`config.mk`:
```
export PLATFORM = sky130hd
export DESIGN_NAME = norm_shift_ctrl
export DESIGN_NICKNAME = d
export VERILOG_FILES = /design/src/rtl/norm_shift_ctrl.sv
export SDC_FILE = /design/constraint.sdc
export NUM_CORES = 1
export LEC_CHECK = 0
export ABC_AREA = 1
export ABC_CLOCK_PERIOD_IN_PS = 2700
export BUFFER_PORTS_ARGS = -buffer_cell sky130_fd_sc_hd__buf_4
export CAP_MARGIN = 25
export CORE_MARGIN = 4
export CORE_UTILIZATION = 52
export CTS_CLUSTER_DIAMETER = 30
export DETAILED_ROUTE_END_ITERATION = 12
export PLACE_DENSITY = 0.82
export RECOVER_POWER = 25
export SLEW_MARGIN = 5
export SYNTH_ARGS = -nofsm -noshare
export SYNTH_HDL_FRONTEND = slang
export SYNTH_SLANG_ARGS = --single-unit
```
`constraint.sdc`:
```
create_clock -name clk -period 2.7 [get_ports clk]
set_input_delay 0.27 -clock clk [delete_from_list [all_inputs] [get_ports clk]]
set_output_delay 0.27 -clock clk [all_outputs]
set_load 0.05 [all_outputs]
```
`src/rtl/norm_shift_ctrl.sv`:
```
// Normalization control ahead of the FloatMul left barrel shifter: leading-zero count,
// exponent-clamped shift select, 2-stage valid/ready pipe. Optional macro NORM_UFLOW_CNT_EN.
module norm_shift_ctrl #(
  parameter int MW = 11,
  parameter int EW = 5,
  parameter int SW = 4
) (
  input  logic          clk,
  input  logic          rst_n,
  input  logic          in_valid,
  output logic          in_ready,
  input  logic [MW-1:0] in_mant,
  input  logic [EW-1:0] in_exp,
  output logic          out_valid,
  input  logic          out_ready,
  output logic [MW-1:0] out_mant,
  output logic [SW-1:0] out_sel,
  output logic [EW-1:0] out_exp,
  output logic          out_zero,
  output logic          out_uflow
`ifdef NORM_UFLOW_CNT_EN
  ,
  output logic [15:0]   uflow_cnt
`endif
);

  localparam int LZW = $clog2(MW + 1);
  localparam int CW  = (LZW > EW) ? LZW : EW;

  logic          s1_valid;
  logic [MW-1:0] s1_mant;
  logic [EW-1:0] s1_exp;
  logic          s1_adv;
  logic          s2_adv;

  logic [LZW-1:0] lzc;
  logic [CW-1:0]  lzc_w;
  logic [CW-1:0]  exp_w;
  logic [SW-1:0]  sel_d;
  logic [EW-1:0]  exp_d;
  logic           zero_d;
  logic           uflow_d;

  // Ready depends only on pipeline occupancy and out_ready, never on in_valid.
  assign s2_adv   = !out_valid || out_ready;
  assign s1_adv   = !s1_valid || s2_adv;
  assign in_ready = s1_adv;

  // Higher bit positions overwrite lower ones, so the most significant set bit wins.
  always_comb begin
    // NOTE: every always_comb output gets a default first so no path can infer a latch.
    lzc = LZW'(MW);
    for (int i = 0; i < MW; i++) begin
      if (s1_mant[i]) lzc = LZW'(MW - 1 - i);
    end
  end

  always_comb begin
    lzc_w   = CW'(lzc);
    exp_w   = CW'(s1_exp);
    sel_d   = '0;
    exp_d   = '0;
    zero_d  = 1'b0;
    uflow_d = 1'b0;
    if (s1_mant == '0) begin
      zero_d = 1'b1;
    end else if (lzc_w <= exp_w) begin
      sel_d = SW'(lzc);
      exp_d = s1_exp - EW'(lzc);
    end else begin
      // Exponent would go negative: shift only as far as the exponent allows.
      sel_d   = SW'(s1_exp);
      uflow_d = 1'b1;
    end
  end

  // NOTE: datapath registers are reset as well, because the outputs must read 0 after reset.
  always_ff @(posedge clk or negedge rst_n) begin
    if (!rst_n) begin
      // NOTE: non-blocking assignments for all sequential state so stages update together.
      s1_valid <= 1'b0;
      s1_mant  <= '0;
      s1_exp   <= '0;
    end else if (s1_adv) begin
      s1_valid <= in_valid;
      if (in_valid) begin
        s1_mant <= in_mant;
        s1_exp  <= in_exp;
      end
    end
  end

  always_ff @(posedge clk or negedge rst_n) begin
    if (!rst_n) begin
      out_valid <= 1'b0;
      out_mant  <= '0;
      out_sel   <= '0;
      out_exp   <= '0;
      out_zero  <= 1'b0;
      out_uflow <= 1'b0;
    end else if (s2_adv) begin
      out_valid <= s1_valid;
      if (s1_valid) begin
        out_mant  <= s1_mant;
        out_sel   <= sel_d;
        out_exp   <= exp_d;
        out_zero  <= zero_d;
        out_uflow <= uflow_d;
      end
    end
  end

`ifdef NORM_UFLOW_CNT_EN
  always_ff @(posedge clk or negedge rst_n) begin
    if (!rst_n) begin
      uflow_cnt <= '0;
    end else if (out_valid && out_ready && out_uflow && (uflow_cnt != 16'hFFFF)) begin
      uflow_cnt <= uflow_cnt + 16'd1;
    end
  end
`endif

endmodule
```
==> qor.yml, run 1 <==
maxSlewViolCount: 0
initial_utilization: 0.544
dr.first_iter.drc_count: 106
track_usage: 0.176
status: "completed"
areaGrowthSynthToFinish_pct: 25.8
whs_path_depth: 2
hold_start: "in_exp[2]"
layout-drive-gt1-share: 0.300
wl_per_cell_um: 11.9
drt-total-wl_mm: 3.50
rsz0062_at_grt: "false"
critPathCaptureType: "flop"
ctsResizeCount: 0
grt_overflow: 0
dieArea_um2: 4530
coreArea_um2: 3360
finalClockSkew_ns: 0.0127
drc: 0
synth.distinct_cells: 26
gp_congestion: 0.906
grt_pass1_vias: 1335
synth_seq_cells: 40
die_x_um: 67.3
insertion_delay_ns: 0.35
layout_min_cycle_time_ns: 2.16
ctsHoldBuffers: 1
grt_max_degree: 41
r2r-end: "out_sel[0]$_DFFE_PN0P_"
period_share: 0.800
syn-num-nets: 224
clock-sinks: 40
multi_input_area_um2: 724
firstDrtPassIters: 4
slew_headroom: 0.361
fp.dieH_um: 67.3
worst_hold_path.endpoint: "exp_w[2]$_DFFE_PN0P_"
post-dp-hpwl_mm: 2.67
timing.rr.start: "s1_mant[1]$_DFFE_PN0P_"
core.rowCount: 21
min_path_type: "in2reg"
final_cell_area_um2: 2300
synthTopCellsByArea: "dfrtp_1, nand2_1, a21oi_1"
fmax_ghz: 0.463
tightest_slew_ns: 0.958
grt_pass1_wl_mm: 5.87
via_count: 1435
worstPathMaxFanout: 4
antenna_found_initial: 0
setup_viol: 0
p_leak_nw: 1.16
synth_area_leader_cell: "dfrtp_1"
nNetsFinal: 271
viasPerCell: 4.90
crit_path_start_kind: "flop"
port_buffers: 43
cts_tree: "done"
power.density_nw_per_um2: 982
crit_required_ns: 3.00
clock-root-buffer: "clkbuf_4"
arrival_ns: 2.46
hold_viol_final: 0
cts_max_level: 2
postSynthAreaPerCell_um2: 9.19
tns_ns: 0
ios: 44
diodes: 0
placed_area_um2: 2200
seq_area_um2: 1000
ys_warn_count: 0
synth_top_area_share: 0.547
crit_type: "reg2reg"
ys_seq_area_frac: 0.547
fill_cells: 281
netlist_area_um2: 1830
cts_setup_buffers: 0
numCtsBuffers: 5
vdd_drop_max_v: 0.000553
ant_nets: 0
netlist_instances: 199
r2r_cells: 18
cts.path.max_buffers: 2
ff2ff_setup_slack_ns: 0.54
maxCapViolCount: 0
cts.clk_slew.worst_paths_ns: 0.12
stage by stage:
stage | utilization | std cells | power (W) | hold slack [ns] | worst slack [ns]
final | 0.684 | 293 | 0.00226 | 0.136 | 0.539
after global routing | 0.684 | 293 | 0.00239 | 0.131 | 0.326
after CTS | 0.685 | 293 | 0.00228 | 0.126 | 0.536
after detailed placement | 0.654 | 284 | 0.00185 | 0.271 | 0.566
after global placement | 0.654 | 284 | 0.00183 | 0.265 | 0.632
after floorplan | - | 199 | 0.00155 | -0.0256 | 0.621
where the power goes:
part	total, W	internal (W)	leakage, nW	switching [W]
registers	0.000833	0.000747	0.474	0.0000864
logic	0.000991	0.000303	0.639	0.000688
clock network	0.000435	0.000246	0.0515	0.000190
total	0.00226	0.00130	1.16	0.000964
critical path, stage by stage, from the launching register on:
cell and delay [ns]:
dfrtp_1 0.38, inv_1 0.11, nand2_1 0.06, nand2_1 0.05, nand2_1 0.05, nand2_1 0.05, nand2_1 0.04, nand2_1 0.05
nand2_1 0.04, nand2_1 0.08, a21oi_1 0.07, ha_1 0.32, nand2_1 0.09, nor2_2 0.05, nor3_4 0.20, nand2_2 0.12
nor2_2 0.19, a21boi_1 0.09, nand2_1 0.08
area by class of cell:
| cell class | instances | share of cell area |
|---|---|---|
| clock inverters | 1 | 0.0131 |
| multi-input cells | 133 | 0.315 |
| clock buffers | 7 | 0.0283 |
| flip-flops and latches | 40 | 0.435 |
| well taps | 46 | 0.0250 |
| repair buffers | 46 | 0.150 |
| inverters | 20 | 0.0337 |
cell usage in the layout, fill, tap and decap left out:
cell and instances:
nand2_1 48, buf_4 44, dfrtp_1 40, nor2_1 19, inv_1 16, a21oi_1 16, o21ai_0 13, nand3_1 7
o21ai_2 6, clkbuf_4 5, nand2_2 4, ha_1 4, inv_2 3, nor2_2 3, mux2_1 2, xnor2_1 2
clkbuf_8 2, mux2_2 1, nor3_4 1, nand3b_1 1, a21oi_4 1, xor2_1 1, inv_4 1, o211ai_1 1
a21boi_2 1, a21boi_1 1, fa_1 1, bufinv_16 1, dlygate4sd3_1 1, clkbuf_2 1
registers in the layout, summed over array words and instances, names as in the netlist:
| name | count |
|---|---|
| out_exp | 5 |
| exp_w | 5 |
| s1_valid | 1 |
| out_valid | 1 |
| out_mant | 11 |
| out_zero | 1 |
| out_sel | 4 |
| s1_mant | 11 |
| out_uflow | 1 |
kinds of logic (layout without fill, tap and decap cells):
| group | count (synthesis) | after routing | share of synthesized area |
|---|---|---|---|
| AOI/OAI and AO/OA | 39 | 39 | 0.131 |
| xor gates and xnor gates | 3 | 3 | 0.0144 |
| adders and majority gates | 5 | 5 | 0.0383 |
| buffers and inverters | 26 | 74 | 0.0568 |
| DFF | 40 | 40 | 0.547 |
| muxes | 3 | 3 | 0.0185 |
| and+or+nand+nor | 83 | 83 | 0.194 |
cell usage after synthesis (all sizes together):
| library cell | instances |
|---|---|
| fa | 1 |
| o211ai | 1 |
| nand2 | 52 |
| a21boi | 2 |
| nand3 | 7 |
| mux2 | 3 |
| nand3b | 1 |
| inv | 20 |
| dfrtp | 40 |
| o21ai | 19 |
| ha | 4 |
| buf | 3 |
| a21oi | 17 |
| clkbuf | 3 |
| xor2 | 1 |
| nor3 | 1 |
| nor2 | 22 |
| xnor2 | 2 |
metal layers:
| layer | share of wire | wire length, um | up-vias | GRT usage |
|---|---|---|---|---|
| met5 | 0 | 0 | - | 0 |
| met2 | 0.43 | 1520 | 35 | 0.258 |
| met1 | 0.49 | 1710 | 657 | 0.246 |
| met4 | 0.016 | 56 | 0 | 0.0608 |
| met3 | 0.063 | 220 | 5 | 0.0582 |
| li1 | - | - | 738 | - |
how the worst max path moves through the flow:
stage	startpoint	end	slack, ns	cells past startpoint
global route	s1_mant[2]$_DFFE_PN0P_	out_exp[4]$_DFFE_PN0P_	0.33	16
CTS	s1_mant[2]$_DFFE_PN0P_	out_exp[4]$_DFFE_PN0P_	0.54	16
floorplan	out_valid$_DFFE_PN0P_	exp_w[2]$_DFFE_PN0P_	0.62	4
finish	s1_mant[1]$_DFFE_PN0P_	out_sel[0]$_DFFE_PN0P_	0.54	18
detailed placement	s1_mant[5]$_DFFE_PN0P_	out_sel[0]$_DFFE_PN0P_	0.57	11
global placement	s1_mant[1]$_DFFE_PN0P_	out_sel[3]$_DFFE_PN0P_	0.63	18
Power figures use the tool's default switching activity.
==> run 2, diff against run 1 <==
ABC_AREA = 0   (was 1)
ABC_CLOCK_PERIOD_IN_PS = 2000   (was 2700)
clock period = 2 ns   (was 2.7 ns; I/O delays follow)
==> run 2 against run 1 <==
  * The flow now finishes with violations (negative setup slack)
  * Synthesized cell count decreased by 26%
  * Die area decreased by 0.96%
  * Via count decreased by 1.5%
  * Wire length increased by 21%
  * Cell count decreased by 5.8%
  * Non-clock buffer count increased by 32
  * Design area increased by 13%
  * Combinational power increased by 34%
  * Clock skew decreased by 0.0028 ns
  * Largest cell class unchanged
==> qor.yml, run 2 <==
synth_top_area_share: 0.553
maxCapViolCount: 0
worstPathMaxFanout: 5
synth_edf_count: 0
diodes: 0
cts_tree: "done"
clock-root-buffer: "clkbuf_4"
fmax_ghz: 0.421
slew_headroom: 0.355
seq_area_um2: 1000
status: "finished, violations left"
power.density_nw_per_um2: 1170
ys_seq_area_frac: 0.553
rsz0062_at_grt: "true"
p_leak_nw: 1.23
synth_seq_cells: 40
coreArea_um2: 3340
final_cell_mix: "buf_4, dfrtp_1, mux2_2"
synth_common_cells: "dfrtp_1, mux2_2, nand2_1, inv_1, o21ai_0"
cts.path.max_buffers: 2
arrival_ns: 2.65
via_count: 1413
r2r-end: "out_sel[2]$_DFFE_PN0P_"
clock-sinks: 40
hold_viol_final: 0
timing.rr.start: "s1_mant[4]$_DFFE_PN0P_"
ant_nets: 0
critPathCaptureType: "flop"
ys_warn_count: 0
grt_pass1_wl_mm: 7.24
hold_start: "in_valid"
gp_congestion: 0.893
use_met2: 0.384
worst_hold_path.endpoint: "s1_valid$_DFFE_PN0N_"
initial_utilization: 0.542
maxSlewViolCount: 0
netlist_instances: 147
dr.first_iter.drc_count: 72
nNetsFinal: 254
multi_input_area_um2: 821
layout_commonest_cell: "buf_4"
firstDrtPassIters: 4
finalClockSkew_ns: 0.00988
grt_pass1_vias: 1517
period_share: 1.19
min_path_type: "in2reg"
cts_max_level: 2
tns_ns: -3.32
crit_required_ns: 2.27
vdd_drop_max_v: 0.000697
largest_registers: "out_mant (11), s1_mant (11)"
numCtsBuffers: 5
wl_per_cell_um: 15.4
drt-total-wl_mm: 4.24
insertion_delay_ns: 0.36
fill_cells: 230
ios: 44
place_ws_ns: -0.387
synth_area_leader_cell: "dfrtp_1"
track_usage: 0.220
grt_max_degree: 41
cts.clk_slew.worst_paths_ns: 0.11
yosysMostFrequentCell: "dfrtp_1"
synth.distinct_cells: 30
grtUsageMet1: 0.265
async_reset_ff_frac: 1.00
drc: 0
antenna_found_initial: 0
areaGrowthSynthToFinish_pct: 43.6
busiest_layer: "met2"
tightest_slew_ns: 0.967
viasPerCell: 5.12
r2r_cells: 9
die_x_um: 67.0
crit_path_start_kind: "flop"
core.rowCount: 21
port_buffers: 43
whs_path_depth: 2
synthTopCellsByArea: "dfrtp_1, mux2_2, nand2_1"
fp.dieH_um: 67.0
layout-drive-gt1-share: 0.557
layout_min_cycle_time_ns: 2.37
met3_usage: 0.0405
layout_setup_ws_ns: -0.374
grt_overflow: 0
netlist_area_um2: 1810
synth_ff_type: "dfrtp_1"
violations: "negative setup slack"
ff2ff_setup_slack_ns: -0.37
syn-num-nets: 172
post-dp-hpwl_mm: 3.11
dieArea_um2: 4490
postSynthAreaPerCell_um2: 12.3
crit_type: "reg2reg"
setup_viol: 10
[run 2: cell types whose count changed after synthesis, moves of 5 or more]
| cell | before | now |
|---|---|---|
| nand2_1 | 48 | 17 |
| nand2b_1 | 0 | 5 |
| o21ai_2 | 6 | 0 |
| nand3_1 | 7 | 1 |
| inv_1 | 16 | 9 |
| nor2_1 | 19 | 3 |
| o21ai_0 | 13 | 7 |
| mux2_2 | 1 | 26 |
| a21oi_1 | 16 | 2 |
| nor3_1 | 0 | 5 |
[run 2: cell families (layout without fill, tap and decap cells)]
| logic type | after synthesis | count (layout) | synth area share |
|---|---|---|---|
| xor+xnor | 2 | 2 | 0.00968 |
| mux | 26 | 26 | 0.162 |
| flops | 40 | 40 | 0.553 |
| fa+ha+maj | 5 | 5 | 0.0387 |
| compound gates | 22 | 22 | 0.0975 |
| buf+inv | 12 | 95 | 0.0263 |
| simple gates | 40 | 40 | 0.113 |
[run 2: report_power, final]
| part | total, W | internal (W) | switching, W | leakage (nW) |
|---|---|---|---|---|
| Clock | 0.000592 | 0.000332 | 0.000261 | 0.0515 |
| Sequential | 0.00112 | 0.000983 | 0.000134 | 0.478 |
| Combinational | 0.00133 | 0.000542 | 0.000792 | 0.697 |
[run 2: how the worst max path moves through the flow]
stage | end | cells after the start | start | slack [ns]
after detailed placement | out_sel[0]$_DFFE_PN0P_ | 9 | s1_mant[4]$_DFFE_PN0P_ | -0.39
after global placement | out_sel[2]$_DFFE_PN0P_ | 7 | s1_mant[7]$_DFFE_PN0P_ | -0.32
after floorplan | out_sel[0]$_DFFE_PN0P_ | 8 | s1_mant[4]$_DFFE_PN0P_ | -0.35
final | out_sel[2]$_DFFE_PN0P_ | 9 | s1_mant[4]$_DFFE_PN0P_ | -0.37
after CTS | out_sel[2]$_DFFE_PN0P_ | 9 | s1_mant[4]$_DFFE_PN0P_ | -0.38
after global routing | out_sel[2]$_DFFE_PN0P_ | 9 | s1_mant[4]$_DFFE_PN0P_ | -0.56
[run 2: layout make-up]
| cell class | instances | share of cell area |
|---|---|---|
| multi-input cells | 95 | 0.316 |
| repair buffers | 78 | 0.226 |
| clock buffers | 7 | 0.0250 |
| inverters | 9 | 0.0130 |
| flip-flops and latches | 40 | 0.387 |
| well taps | 46 | 0.0221 |
| clock inverters | 1 | 0.0116 |
[run 2: what timing repair did]
action                     CTS  global route
pin swaps                    6             2
resized for setup           11             5
hold endpoints to repair    40             0
gates cloned                 0             1
setup endpoints to repair   10            10
hold buffers                 1             0
buffers inserted             3             2
[run 2: per-layer routing]
metal,vias to the layer above,part of all wire
li1,688,-
met1,681,0.41
met2,36,0.52
met3,8,0.049
met4,0,0.018
met5,-,0
[run 2: through the flow]
| step | cell area, um2 | total power [W] | hold WS, ns | utilization | cells |
|---|---|---|---|---|---|
| floorplan | 1830 | 0.00191 | -0.0956 | - | 147 |
| global route | 2600 | 0.00320 | 0.0665 | 0.779 | 276 |
| global placement | 2410 | 0.00236 | 0.189 | 0.723 | 261 |
| detailed placement | 2410 | 0.00240 | 0.205 | 0.723 | 261 |
| finish | 2600 | 0.00304 | 0.0534 | 0.779 | 276 |
| CTS | 2570 | 0.00303 | 0.0539 | 0.771 | 273 |
[run 2: critical path, cell delays in order, from the launching register on]
cell and delay (ns):
dfrtp_1 0.42, nor2_2 0.11, nor3_1 0.06, o41ai_2 0.36
ha_1 0.31, nor2b_4 0.14, o31a_1 0.28, buf_4 0.15
nand3b_1 0.24, o221ai_1 0.25
